==> src/rtl/spi_master_multi.sv <==
// spi_master_multi: parametrised SPI master, WIDTH-bit MSB-first words, per-transfer CPOL/CPHA, NUM_CS selects.
// Optional build macro SPI_MASTER_MULTI_LOOPBACK_EN adds _i_loopback (sample internal mosi instead of the pin).
module spi_master_multi #(
  parameter int WIDTH     = 16,
  parameter int DIV       = 50,
  parameter int NUM_CS    = 4,
  parameter int CS_SETUP  = 2,
  parameter int CS_HOLD   = 2,
  parameter bit IDLE_CPOL = 1'b1,
  localparam int CSW      = (NUM_CS > 1) ? $clog2(NUM_CS) : 1
) (
  input  logic              _i_clk,
  input  logic              _i_rst_n,
  input  logic              _i_start,
  output logic              _o_ready,
  input  logic [WIDTH-1:0]  _i_tx_data,
  input  logic              _i_cpol,
  input  logic              _i_cpha,
  input  logic [CSW-1:0]    _i_cs_sel,
`ifdef SPI_MASTER_MULTI_LOOPBACK_EN
  input  logic              _i_loopback,
`endif
  input  logic              _i_miso_unsync,
  output logic              _o_sclk,
  output logic              _o_mosi,
  output logic [NUM_CS-1:0] _o_cs_n,
  output logic              _o_busy,
  output logic [WIDTH-1:0]  _o_rx_data,
  output logic              _o_rx_valid
);

  localparam int CNT_W  = $clog2(DIV + CS_SETUP + CS_HOLD + 2);
  localparam int HALF_W = $clog2(2 * WIDTH);

  typedef enum logic [1:0] {IDLE, SETUP, SHIFT, HOLD} state_t;

  state_t              state_q, state_d;
  logic [CNT_W-1:0]    cnt_q, cnt_d;
  logic [HALF_W-1:0]   half_q, half_d;
  logic [WIDTH-1:0]    tx_sr_q, tx_sr_d;
  logic [WIDTH-1:0]    rx_sr_q, rx_sr_d;
  logic                cpol_q, cpol_d;
  logic                cpha_q, cpha_d;
  logic                sclk_q, sclk_d;
  logic                mosi_q, mosi_d;
  logic [NUM_CS-1:0]   cs_n_q, cs_n_d;
  logic [WIDTH-1:0]    rx_data_q, rx_data_d;
  logic                rx_valid_q, rx_valid_d;
  logic                miso_s1, miso_s2;
  logic                sample;
  logic                half_end;
  logic                last_half;
  logic                shift_mosi;
  logic                take_sample;

`ifdef SPI_MASTER_MULTI_LOOPBACK_EN
  logic                lb_q, lb_d;
  assign sample = lb_q ? mosi_q : miso_s2;
`else
  assign sample = miso_s2;
`endif

  assign half_end  = (cnt_q == CNT_W'(DIV - 1));
  assign last_half = (half_q == HALF_W'(2 * WIDTH - 1));

  always_comb begin
    state_d     = state_q;
    cnt_d       = cnt_q;
    half_d      = half_q;
    tx_sr_d     = tx_sr_q;
    rx_sr_d     = rx_sr_q;
    cpol_d      = cpol_q;
    cpha_d      = cpha_q;
    sclk_d      = sclk_q;
    mosi_d      = mosi_q;
    cs_n_d      = cs_n_q;
    rx_data_d   = rx_data_q;
    rx_valid_d  = 1'b0;
    shift_mosi  = 1'b0;
    take_sample = 1'b0;
`ifdef SPI_MASTER_MULTI_LOOPBACK_EN
    lb_d        = lb_q;
`endif
    case (state_q)
      IDLE: begin
        if (_i_start) begin
          state_d = SETUP;
          cnt_d   = '0;
          cpol_d  = _i_cpol;
          cpha_d  = _i_cpha;
          tx_sr_d = _i_tx_data;
          mosi_d  = _i_tx_data[WIDTH-1];
          sclk_d  = _i_cpol;
          for (int unsigned i = 0; i < NUM_CS; i++) begin
            cs_n_d[i] = (_i_cs_sel != CSW'(i));
          end
`ifdef SPI_MASTER_MULTI_LOOPBACK_EN
          lb_d    = _i_loopback;
`endif
        end
      end
      SETUP: begin
        // CS_SETUP+1 cycles here: the accept cycle plus CS_SETUP setup clocks
        if (cnt_q == CNT_W'(CS_SETUP)) begin
          state_d = SHIFT;
          cnt_d   = '0;
          half_d  = '0;
        end else begin
          cnt_d = cnt_q + 1'b1;
        end
      end
      SHIFT: begin
        if (half_end) begin
          cnt_d  = '0;
          sclk_d = half_q[0] ? cpol_q : ~cpol_q;
          if (!half_q[0]) begin
            take_sample = !cpha_q;
            shift_mosi  = cpha_q && (half_q != '0);
          end else begin
            take_sample = cpha_q;
            shift_mosi  = !cpha_q && !last_half;
          end
          if (last_half) begin
            state_d = HOLD;
          end else begin
            half_d = half_q + 1'b1;
          end
        end else begin
          cnt_d = cnt_q + 1'b1;
        end
        if (shift_mosi) begin
          mosi_d  = tx_sr_q[WIDTH-2];
          tx_sr_d = tx_sr_q << 1;
        end
        if (take_sample) begin
          rx_sr_d = {rx_sr_q[WIDTH-2:0], sample};
        end
      end
      HOLD: begin
        if (cnt_q == CNT_W'(CS_HOLD - 1)) begin
          state_d    = IDLE;
          cs_n_d     = '1;
          rx_valid_d = 1'b1;
          rx_data_d  = rx_sr_q;
        end else begin
          cnt_d = cnt_q + 1'b1;
        end
      end
      default: state_d = IDLE;
    endcase
  end

  always_ff @(posedge _i_clk) begin
    if (!_i_rst_n) begin
      state_q    <= IDLE;
      cnt_q      <= '0;
      half_q     <= '0;
      tx_sr_q    <= '0;
      rx_sr_q    <= '0;
      cpol_q     <= 1'b0;
      cpha_q     <= 1'b0;
      sclk_q     <= IDLE_CPOL;
      mosi_q     <= 1'b0;
      cs_n_q     <= '1;
      rx_data_q  <= '0;
      rx_valid_q <= 1'b0;
      miso_s1    <= 1'b0;
      miso_s2    <= 1'b0;
`ifdef SPI_MASTER_MULTI_LOOPBACK_EN
      lb_q       <= 1'b0;
`endif
    end else begin
      state_q    <= state_d;
      cnt_q      <= cnt_d;
      half_q     <= half_d;
      tx_sr_q    <= tx_sr_d;
      rx_sr_q    <= rx_sr_d;
      cpol_q     <= cpol_d;
      cpha_q     <= cpha_d;
      sclk_q     <= sclk_d;
      mosi_q     <= mosi_d;
      cs_n_q     <= cs_n_d;
      rx_data_q  <= rx_data_d;
      rx_valid_q <= rx_valid_d;
      miso_s1    <= _i_miso_unsync;
      miso_s2    <= miso_s1;
`ifdef SPI_MASTER_MULTI_LOOPBACK_EN
      lb_q       <= lb_d;
`endif
    end
  end

  assign _o_ready    = (state_q == IDLE);
  assign _o_busy     = (state_q != IDLE);
  assign _o_sclk     = sclk_q;
  assign _o_mosi     = mosi_q;
  assign _o_cs_n     = cs_n_q;
  assign _o_rx_data  = rx_data_q;
  assign _o_rx_valid = rx_valid_q;

endmodule

==> config.mk <==
export PLATFORM = sky130hd
export DESIGN_NAME = spi_master_multi
export DESIGN_NICKNAME = d
export VERILOG_FILES = /design/src/rtl/spi_master_multi.sv
export SDC_FILE = /design/constraint.sdc
export NUM_CORES = 1
export LEC_CHECK = 0
export ABC_AREA = 1
export BUFFER_PORTS_ARGS = -buffer_cell sky130_fd_sc_hd__buf_2
export CAP_MARGIN = 25
export CORE_MARGIN = 5
export CORE_UTILIZATION = 25
export DETAILED_ROUTE_END_ITERATION = 7
export PLACE_DENSITY = 0.51
export SETUP_SLACK_MARGIN = 0.4
export SYNTH_ARGS = -nofsm -noshare
export SYNTH_HDL_FRONTEND = slang
export SYNTH_SLANG_ARGS = --single-unit
==> constraint.sdc <==
create_clock -name _i_clk -period 5.25 [get_ports _i_clk]
set_input_delay 0.2625 -clock _i_clk [delete_from_list [all_inputs] [get_ports _i_clk]]
set_output_delay 0.2625 -clock _i_clk [all_outputs]
set_load 0.01 [all_outputs]
==> flow_summary_export.csv, run 1 <==
group,metric,value,unit
place,dp_hpwl,5050,um
clocking,cts_buffers,9,
floorplan,die_area,15500,sq um
clocking,cts-root-buf,"clkbuf_16",
drt,drtIter0Drc,195,
clocking,post_cts_buffers,0,
synth,synth_nets,481,
critical_path,cp-end-kind,"register",
clocking,hold_buffers,0,
drt,firstDrtPassIters,4,
layout,num_antenna_cells,0,
critical_path,critPathMaxStageDelay,0.52,ns
layout,drive_above_1_share,16.8,%
critical_path,worstPathMaxFanout,23,
floorplan,chipWidth,125,um
drt,ant_nets,0,
power,p_comb_share,32.1,%
global_routing,grt_start_max_net_pins,66,
floorplan,num_io_pins,49,
synth,synth_compound_area_share,11.1,%
clocking,clk_path_buf_depth,2,
timing,finalMaxSlewViolations,0,
synth,yosysWarnings,0,
power,power.share.sequential,34.1,%
power,internal_power,1.25,mW
synth,synth_top_area_share,43.3,%
power,p_per_area,490,nW/um^2
clocking,htree_levels,3,
synth,synth.avg_cell_area,7.35,sq um
clocking,clock-sinks,71,
drt,viasPerCell,4.24,
critical_path,start_kind,"register",
layout,layout.nets,523,
floorplan,initial_core_util,25.7,%
critical_path,cp_num_buf_inv,4,
synth,synth_ff_type,"dfxtp_1",
power,power.leakage,1.89,nW
global_routing,grt_pass1_wl,12600,um
place,gp_congestion,0.800,
timing,fin_crit_sh,48.9,%
critical_path,critPathRequiredTime,5.52,ns
layout,fill_cells,1381,
critical_path,path_common_cell,"inv_1",
power,sw_frac_of_total,35.6,%
critical_path,worstSetupPathType,"reg -> reg",
synth,synth_cells,447,
clocking,cts_tree,"yes",
critical_path,worstPathArrival,2.84,ns
power,p_clk_share,33.8,%
timing,skew,0.00921,ns
timing,grt_setup_unrepaired,"false",
power,p_switching,692,uW
synth,syn_area,3280,sq um
floorplan,num_rows,41,
layout,syn2layout_area_growth,21.0,%
global_routing,track_usage,9.68,%
layout,regArea,1420,sq um
timing,setup_violations,0,
synth,ys_ff_latch,71,
global_routing,grt_antenna_before_repair,0,
critical_path,crit_chain,"inv_1 > ha_1 > buf_4 > inv_1 > nor3_1 > nand2_1 > inv_1 > o21ai_0 > nor2_1",
hold_path,hold_path.class,"in -> reg",
floorplan,core_area,12800,sq um
layout,instances_no_fill,666,
synth,synth_xor_area_share,0,%
floorplan,die_h,125,um
clocking,ctsResizeCount,0,
drt,routedWlPerCell,11.1,um
drt,drc_errors,0,
layout,multi_input_area,1550,sq um
timing,finalSetupTns,0,ns
synth,synthTopCellsByArea,"dfxtp_1, nand2_1, inv_1",
global_routing,overflow,0,
timing,post-route-min-period,2.57,ns
power,ir_drop,194,uV
place,dp_cells,650,
synth,netlist-cell-type-count,29,
timing,hold_violations,0,
global_routing,grt_pass1_vias,2631,
timing,tightest_slew,0.801,ns
timing,max_freq,390,MHz
timing,relSlewSlack,46.5,%
synth,yosys.area.top_type,"dfxtp_1",
synth,ys_async_sr_fraction,0,%
job,max_cap_violations,0,
synth,synth_mux_area_share,4.57,%
clocking,clkLatencyLatePin,0.33,ns
drt,routed_wl,7420,um
synth,synthSimpleGateAreaFrac,27.5,%
critical_path,slowest_stage,"inv_1",
synth,synth_edf_count,0,
clocking,clk_pin_slew,0.06,ns
power,p_total,1.95,mW
critical_path,cp_top_family,"buffers and inverters",
synth,synth_top_family_by_area,"simple AND/OR/NAND/NOR gates",
synth,synthMostInstantiatedCell,"nand2_1",
synth,yosys-top-cells-count,"nand2_1, dfxtp_1, inv_1, nor2_1, a21oi_1",
synth,synth_fa_ha_area_share,3.81,%
critical_path,ff2ff_setup_slack,2.68,ns
place,place.port_buffers,48,
synth,ys_seq_area_share,43.3,%
drt,num_vias,2822,
run_status,outcome,"completed",
## final cells by class
type / instances / area share [%]
clock buffer: 10 / 5.76
clock inverter: 6 / 2.36
inverter: 56 / 5.35
multi-input combinational: 301 / 38.9
sequential: 71 / 35.8
tap: 172 / 5.42
timing repair buffer: 50 / 6.43
## path summary, 6_finish.rpt
check                                    start          to  cells after the start
worst max register to register      state_q[0]  rx_sr_q[0]                      9
worst min register to register         miso_s1     miso_s2                      2
worst min-delay path            _i_miso_unsync     miso_s1                      3
worst max-delay path                state_q[0]  rx_sr_q[0]                      9
## power by group through the flow
stage	combinational (mW)	clock [mW]	sequential (mW)
2_1_floorplan	0.512	0	0.674
3_3_place_gp	0.622	0	0.672
3_5_place_dp	0.628	0	0.675
4_1_cts	0.631	0.677	0.664
5_1_grt	0.713	0.701	0.673
6_report	0.624	0.658	0.663
## worst register-to-register path, stage by stage, from the launching register on
cell and delay [ns]:
dfxtp_1 0.34, inv_1 0.09, ha_1 0.15, buf_4 0.33, inv_1 0.19, nor3_1 0.27
nand2_1 0.38, inv_1 0.52, o21ai_0 0.14, nor2_1 0.11
## per-stage QoR
| step | setup slack (ns) | hold slack, ns | utilization, % | instance area [sq um] |
|---|---|---|---|---|
| after CTS | 2.59 | 0.115 | 31.1 | 3970 |
| after floorplan | 3.39 | 0.360 | - | 3280 |
| after detailed placement | 2.59 | 0.404 | 28.6 | 3650 |
| after global routing | 2.37 | 0.130 | 31.1 | 3970 |
| after global placement | 2.66 | 0.410 | 28.6 | 3650 |
| final | 2.68 | 0.125 | 31.1 | 3970 |
## layout by cell type (no fill, tap or decap), types with 2 or more instances in the layout
| cell type | n |
|---|---|
| a21oi_1 | 40 |
| buf_2 | 48 |
| buf_4 | 2 |
| bufinv_16 | 2 |
| clkbuf_16 | 9 |
| clkinv_4 | 2 |
| dfxtp_1 | 71 |
| ha_1 | 10 |
| inv_1 | 54 |
| mux2i_1 | 15 |
| nand2_1 | 97 |
| nand3_1 | 39 |
| nand4_1 | 4 |
| nor2_1 | 49 |
| nor2_2 | 11 |
| nor3_1 | 2 |
| o21ai_0 | 25 |
## metal layers
layer	track usage, %	up-vias	routed length (um)
li1	-	1511	-
met1	12.9	1245	3750
met2	14.6	55	3240
met3	2.57	11	278
met4	4.45	0	149
met5	0	-	0
## flip-flops by register name, summed over array words and instances, names as in the netlist
register and count:
_o_rx_valid 1, half_q 5, rx_sr_q 16, _o_cs_n 4
cnt_q 6, cpha_q 1, miso_s1 1, _o_mosi 1
state_q 2, _o_rx_data 16, tx_sr_q 15, miso_s2 1
_o_sclk 1, cpol_q 1
## kinds of logic after synthesis
logic type / Yosys count
buf+inv: 75
compound gates: 69
fa+ha+maj: 10
simple gates: 207
mux: 15
flops: 71
(Power assumes the default switching activity.)
==> run 2, diff against run 1 <==
clock period = 2.38 ns   (was 5.25 ns; I/O delays follow)
==> flow_summary_export.csv, run 2 (same netlist as run 1, synthesis figures left out) <==
group,metric,value,unit
run_status,outcome,"completed",
drt,ant_nets,0,
place,dp_cells,654,
timing,fin_crit_sh,79.0,%
power,p_total,4.53,mW
timing,tightest_slew,0.436,ns
drt,num_vias,2904,
power,power.leakage,1.94,nW
place,place.port_buffers,48,
drt,routedWlPerCell,11.1,um
layout,drive_above_1_share,19.6,%
layout,instances_no_fill,677,
drt,routed_wl,7550,um
floorplan,core_area,12800,sq um
job,max_cap_violations,0,
critical_path,cp_top_family,"simple AND/OR/NAND/NOR gates",
clocking,clock-sinks,71,
drt,drtIter0Drc,219,
critical_path,crit_chain,"inv_1 > ha_1 > inv_2 > or2_4 > nand2_4 > a21oi_4 > inv_4 > nor2_8 > buf_4 > nor2_2 > nor2_1",
hold_path,hold_path.class,"in -> reg",
critical_path,worstPathArrival,2.15,ns
global_routing,grt_pass1_vias,2832,
power,ir_drop,296,uV
global_routing,grt_antenna_before_repair,0,
timing,max_freq,532,MHz
clocking,cts_buffers,9,
floorplan,die_area,15500,sq um
timing,timing.final.ws_setup,0.499,ns
timing,grt_setup_unrepaired,"true",
place,dp_hpwl,5320,um
critical_path,start_kind,"register",
critical_path,worstSetupPathType,"reg -> reg",
layout,layout_common_cells,"nand2_1, dfxtp_1, inv_1",
timing,finalMaxSlewViolations,0,
critical_path,critPathRequiredTime,2.64,ns
timing,finalSetupTns,0,ns
global_routing,track_usage,10.1,%
global_routing,overflow,0,
critical_path,cp-end-kind,"register",
drt,firstDrtPassIters,5,
timing,relSlewSlack,70.8,%
global_routing,grt_pass1_wl,13100,um
layout,syn2layout_area_growth,24.9,%
floorplan,num_rows,41,
clocking,cts_tree,"yes",
layout,layout.nets,534,
clocking,clkLatencyLatePin,0.33,ns
floorplan,num_io_pins,49,
clocking,clk_path_buf_depth,2,
clocking,cts-root-buf,"clkbuf_16",
floorplan,initial_core_util,25.7,%
place,place_ws,0.251,ns
timing,post-route-min-period,1.88,ns
critical_path,cp_num_buf_inv,4,
layout,num_antenna_cells,0,
timing,hold_violations,0,
floorplan,die_h,125,um
place,gp_congestion,0.815,
layout,mostFrequentLayoutCell,"nand2_1",
clocking,clk_pin_slew,0.06,ns
global_routing,grt_start_max_net_pins,33,
floorplan,chipWidth,125,um
critical_path,worstPathMaxFanout,9,
drt,viasPerCell,4.29,
clocking,htree_levels,3,
critical_path,slowest_stage,"dfxtp_1",
timing,skew,0.00863,ns
critical_path,critPathMaxStageDelay,0.38,ns
timing,setup_violations,0,
power,p_per_area,1100,nW/um^2
drt,drc_errors,0,
-- run 2: area by class of cell --
class                   count  area (sq um)
multi-input cells         301          1560
clock inverters             7           103
fillers                  1368          8670
flip-flops and latches     71          1420
repair buffers             61           357
well taps                 172           215
inverters                  56           220
clock buffers               9           225
-- run 2: worst paths after layout --
path	startpoint	endpoint	slack (ns)	depth (start not counted)
max reg2reg	state_q[0]	tx_sr_q[6]	0.50	11
min	_i_cpol	cpol_q	0.07	3
max	state_q[0]	tx_sr_q[6]	0.50	11
min reg2reg	miso_s1	miso_s2	0.41	2
-- run 2: through the flow --
| step | hold slack [ns] | area, sq um | utilization (%) |
|---|---|---|---|
| floorplan | 0.217 | 3280 | - |
| global placement | 0.335 | 3680 | 28.8 |
| detailed placement | 0.337 | 3680 | 28.8 |
| CTS | 0.0581 | 4050 | 31.7 |
| global route | 0.111 | 4100 | 32.1 |
| finish | 0.0696 | 4100 | 32.1 |
-- run 2: layer usage --
layer | global-route usage [%] | wire [um] | up-vias
met2 | 16.3 | 3470 | 57
li1 | - | - | 1529
met1 | 12.2 | 3610 | 1306
met5 | 0 | 0 | -
met4 | 5.03 | 150 | 0
met3 | 2.83 | 322 | 12
-- run 2: worst min-delay path, stage by stage --
cell     delay [ns]
buf_2          0.09
o21ai_0        0.08
nor2_1         0.07
-- run 2: report_power, final --
part / switching (mW) / internal [mW] / total (mW)
combinational: 0.950 / 0.646 / 1.60
clock: 0.536 / 0.930 / 1.47
sequential: 0.107 / 1.36 / 1.47
-- run 2: repair_timing --
action / in CTS / in global routing
pin swaps: 0 / 1
resized for setup: 4 / 3
endpoints found under the hold margin: 1 / 0
endpoints found under the setup margin: 36 / 40
hold buffers: 1 / 0
setup buffers: 2 / 4
==> run 3, diff against run 2 <==
PLACE_DENSITY = 0.53   (was 0.51)
clock period = 1.6 ns   (was 2.38 ns; I/O delays follow)
==> flow_summary_export.csv, run 3 (same netlist as run 1, synthesis figures left out) <==
group,metric,value,unit
global_routing,grt_start_max_net_pins,36,
power,p_per_area,1550,nW/um^2
timing,relSlewSlack,66.3,%
clocking,htree_levels,3,
critical_path,worstPathArrival,1.94,ns
timing,hold_slack,0.0320,ns
hold_path,hold_path.class,"in -> reg",
global_routing,track_usage,11.7,%
layout,syn2layout_area_growth,62.5,%
layout,layout_common_cells,"dfxtp_1, nand2_1, buf_2",
floorplan,num_rows,41,
clocking,clk_pin_slew,0.06,ns
critical_path,cp-end-kind,"register",
critical_path,critPathRequiredTime,1.82,ns
place,place_ws,-0.108,ns
floorplan,die_area,15500,sq um
layout,final_util,41.8,%
timing,max_freq,584,MHz
run_status,outcome,"finished with violations",
drt,routed_wl,9260,um
clocking,cts_tree,"yes",
power,power.leakage,2.31,nW
drt,drc_errors,0,
clocking,clkLatencyLatePin,0.33,ns
drt,drtIter0Drc,161,
timing,finalSetupTns,-1.33,ns
critical_path,cp_top_family,"simple AND/OR/NAND/NOR gates",
timing,finalMaxSlewViolations,0,
timing,grt_setup_unrepaired,"true",
clocking,cts_buffers,9,
clocking,cts-root-buf,"clkbuf_16",
global_routing,grt_pass1_vias,3266,
critical_path,start_kind,"register",
layout,layout.nets,588,
timing,fin_crit_sh,107,%
drt,firstDrtPassIters,4,
floorplan,core_area,12800,sq um
drt,ant_nets,0,
power,p_total,8.27,mW
layout,drive_above_1_share,49.9,%
place,place.port_buffers,48,
floorplan,die_h,125,um
drt,viasPerCell,4.35,
drt,num_vias,3177,
layout,mostFrequentLayoutCell,"dfxtp_1",
timing,setup_violations,19,
place,dp_hpwl,5630,um
critical_path,cp_num_buf_inv,3,
job,max_cap_violations,0,
floorplan,num_io_pins,49,
critical_path,crit_chain,"ha_4 > nand2_2 > nor2_2 > ha_2 > inv_2 > nand2_2 > nand2_2 > a21oi_4 > buf_6 > nor2_8 > buf_12 > nor2_2 > nor2_1",
timing,skew,0.00693,ns
clocking,clock-sinks,71,
timing,tightest_slew,0.505,ns
timing,hold_violations,0,
critical_path,slowest_stage,"dfxtp_2",
clocking,clk_path_buf_depth,2,
global_routing,overflow,0,
drt,routedWlPerCell,12.7,um
timing,post-route-min-period,1.71,ns
power,ir_drop,653,uV
global_routing,grt_pass1_wl,15100,um
timing,timing.final.ws_setup,-0.112,ns
place,gp_congestion,0.834,
critical_path,worstSetupPathType,"reg -> reg",
layout,num_antenna_cells,0,
floorplan,initial_core_util,25.7,%
critical_path,critPathMaxStageDelay,0.35,ns
global_routing,grt_antenna_before_repair,0,
run_status,violations,"negative setup slack",
critical_path,worstPathMaxFanout,7,
critical_path,path_common_cell,"nand2_2",
floorplan,chipWidth,125,um
## run 3: area by class of cell
cell class | instances | area, sq um
timing repair inverter | 2 | 13.8
clock buffer | 10 | 239
inverter | 56 | 243
sequential | 71 | 1430
clock inverter | 6 | 92.6
fill | 1230 | 7440
timing repair buffer | 113 | 980
tap | 172 | 215
multi-input combinational | 301 | 2120
## run 3: report_power, final
group	internal, mW	switching, mW
sequential	2.03	0.199
combinational	1.89	1.94
clock	1.42	0.794
## run 3: what timing repair did
action / CTS / global route
buffers inserted: 18 / 8
endpoints found under the setup margin: 68 / 71
hold endpoints to repair: 1 / 0
cloned: 6 / 1
hold buffers: 1 / 0
pin swaps: 35 / 31
gates resized for setup: 112 / 101
## run 3: worst reg2reg max path: cells and delay by family, from the launching register on
family | cells | cell delay [ns]
and+or+nand+nor | 7 | 0.46
DFF | 1 | 0.35
buffers and inverters | 3 | 0.32
adders and majority gates | 2 | 0.32
AOI/OAI and AO/OA | 1 | 0.15
## run 3: layer usage
| layer | part of all wire (%) | vias up | GRT usage (%) |
|---|---|---|---|
| li1 | - | 1650 | - |
| met1 | 44 | 1476 | 13.6 |
| met2 | 52 | 38 | 20.4 |
| met3 | 2.0 | 13 | 2.53 |
| met4 | 1.9 | 0 | 5.35 |
| met5 | 0 | - | 0 |
## run 3: worst paths after layout
kind,start,end,slack (ns),cells past startpoint
hold / removal,_i_cpol,cpol_q,0.03,3
setup reg to reg,half_q[1],tx_sr_q[9],-0.11,13
setup / recovery,half_q[1],tx_sr_q[9],-0.11,13
hold reg to reg,miso_s1,miso_s2,0.42,2
## run 3: through the flow
step                instances  instance area, sq um
floorplan                 447                  3370
global placement          681                  3980
detailed placement        681                  3980
CTS                       722                  4940
global route              731                  5340
finish                    731                  5340
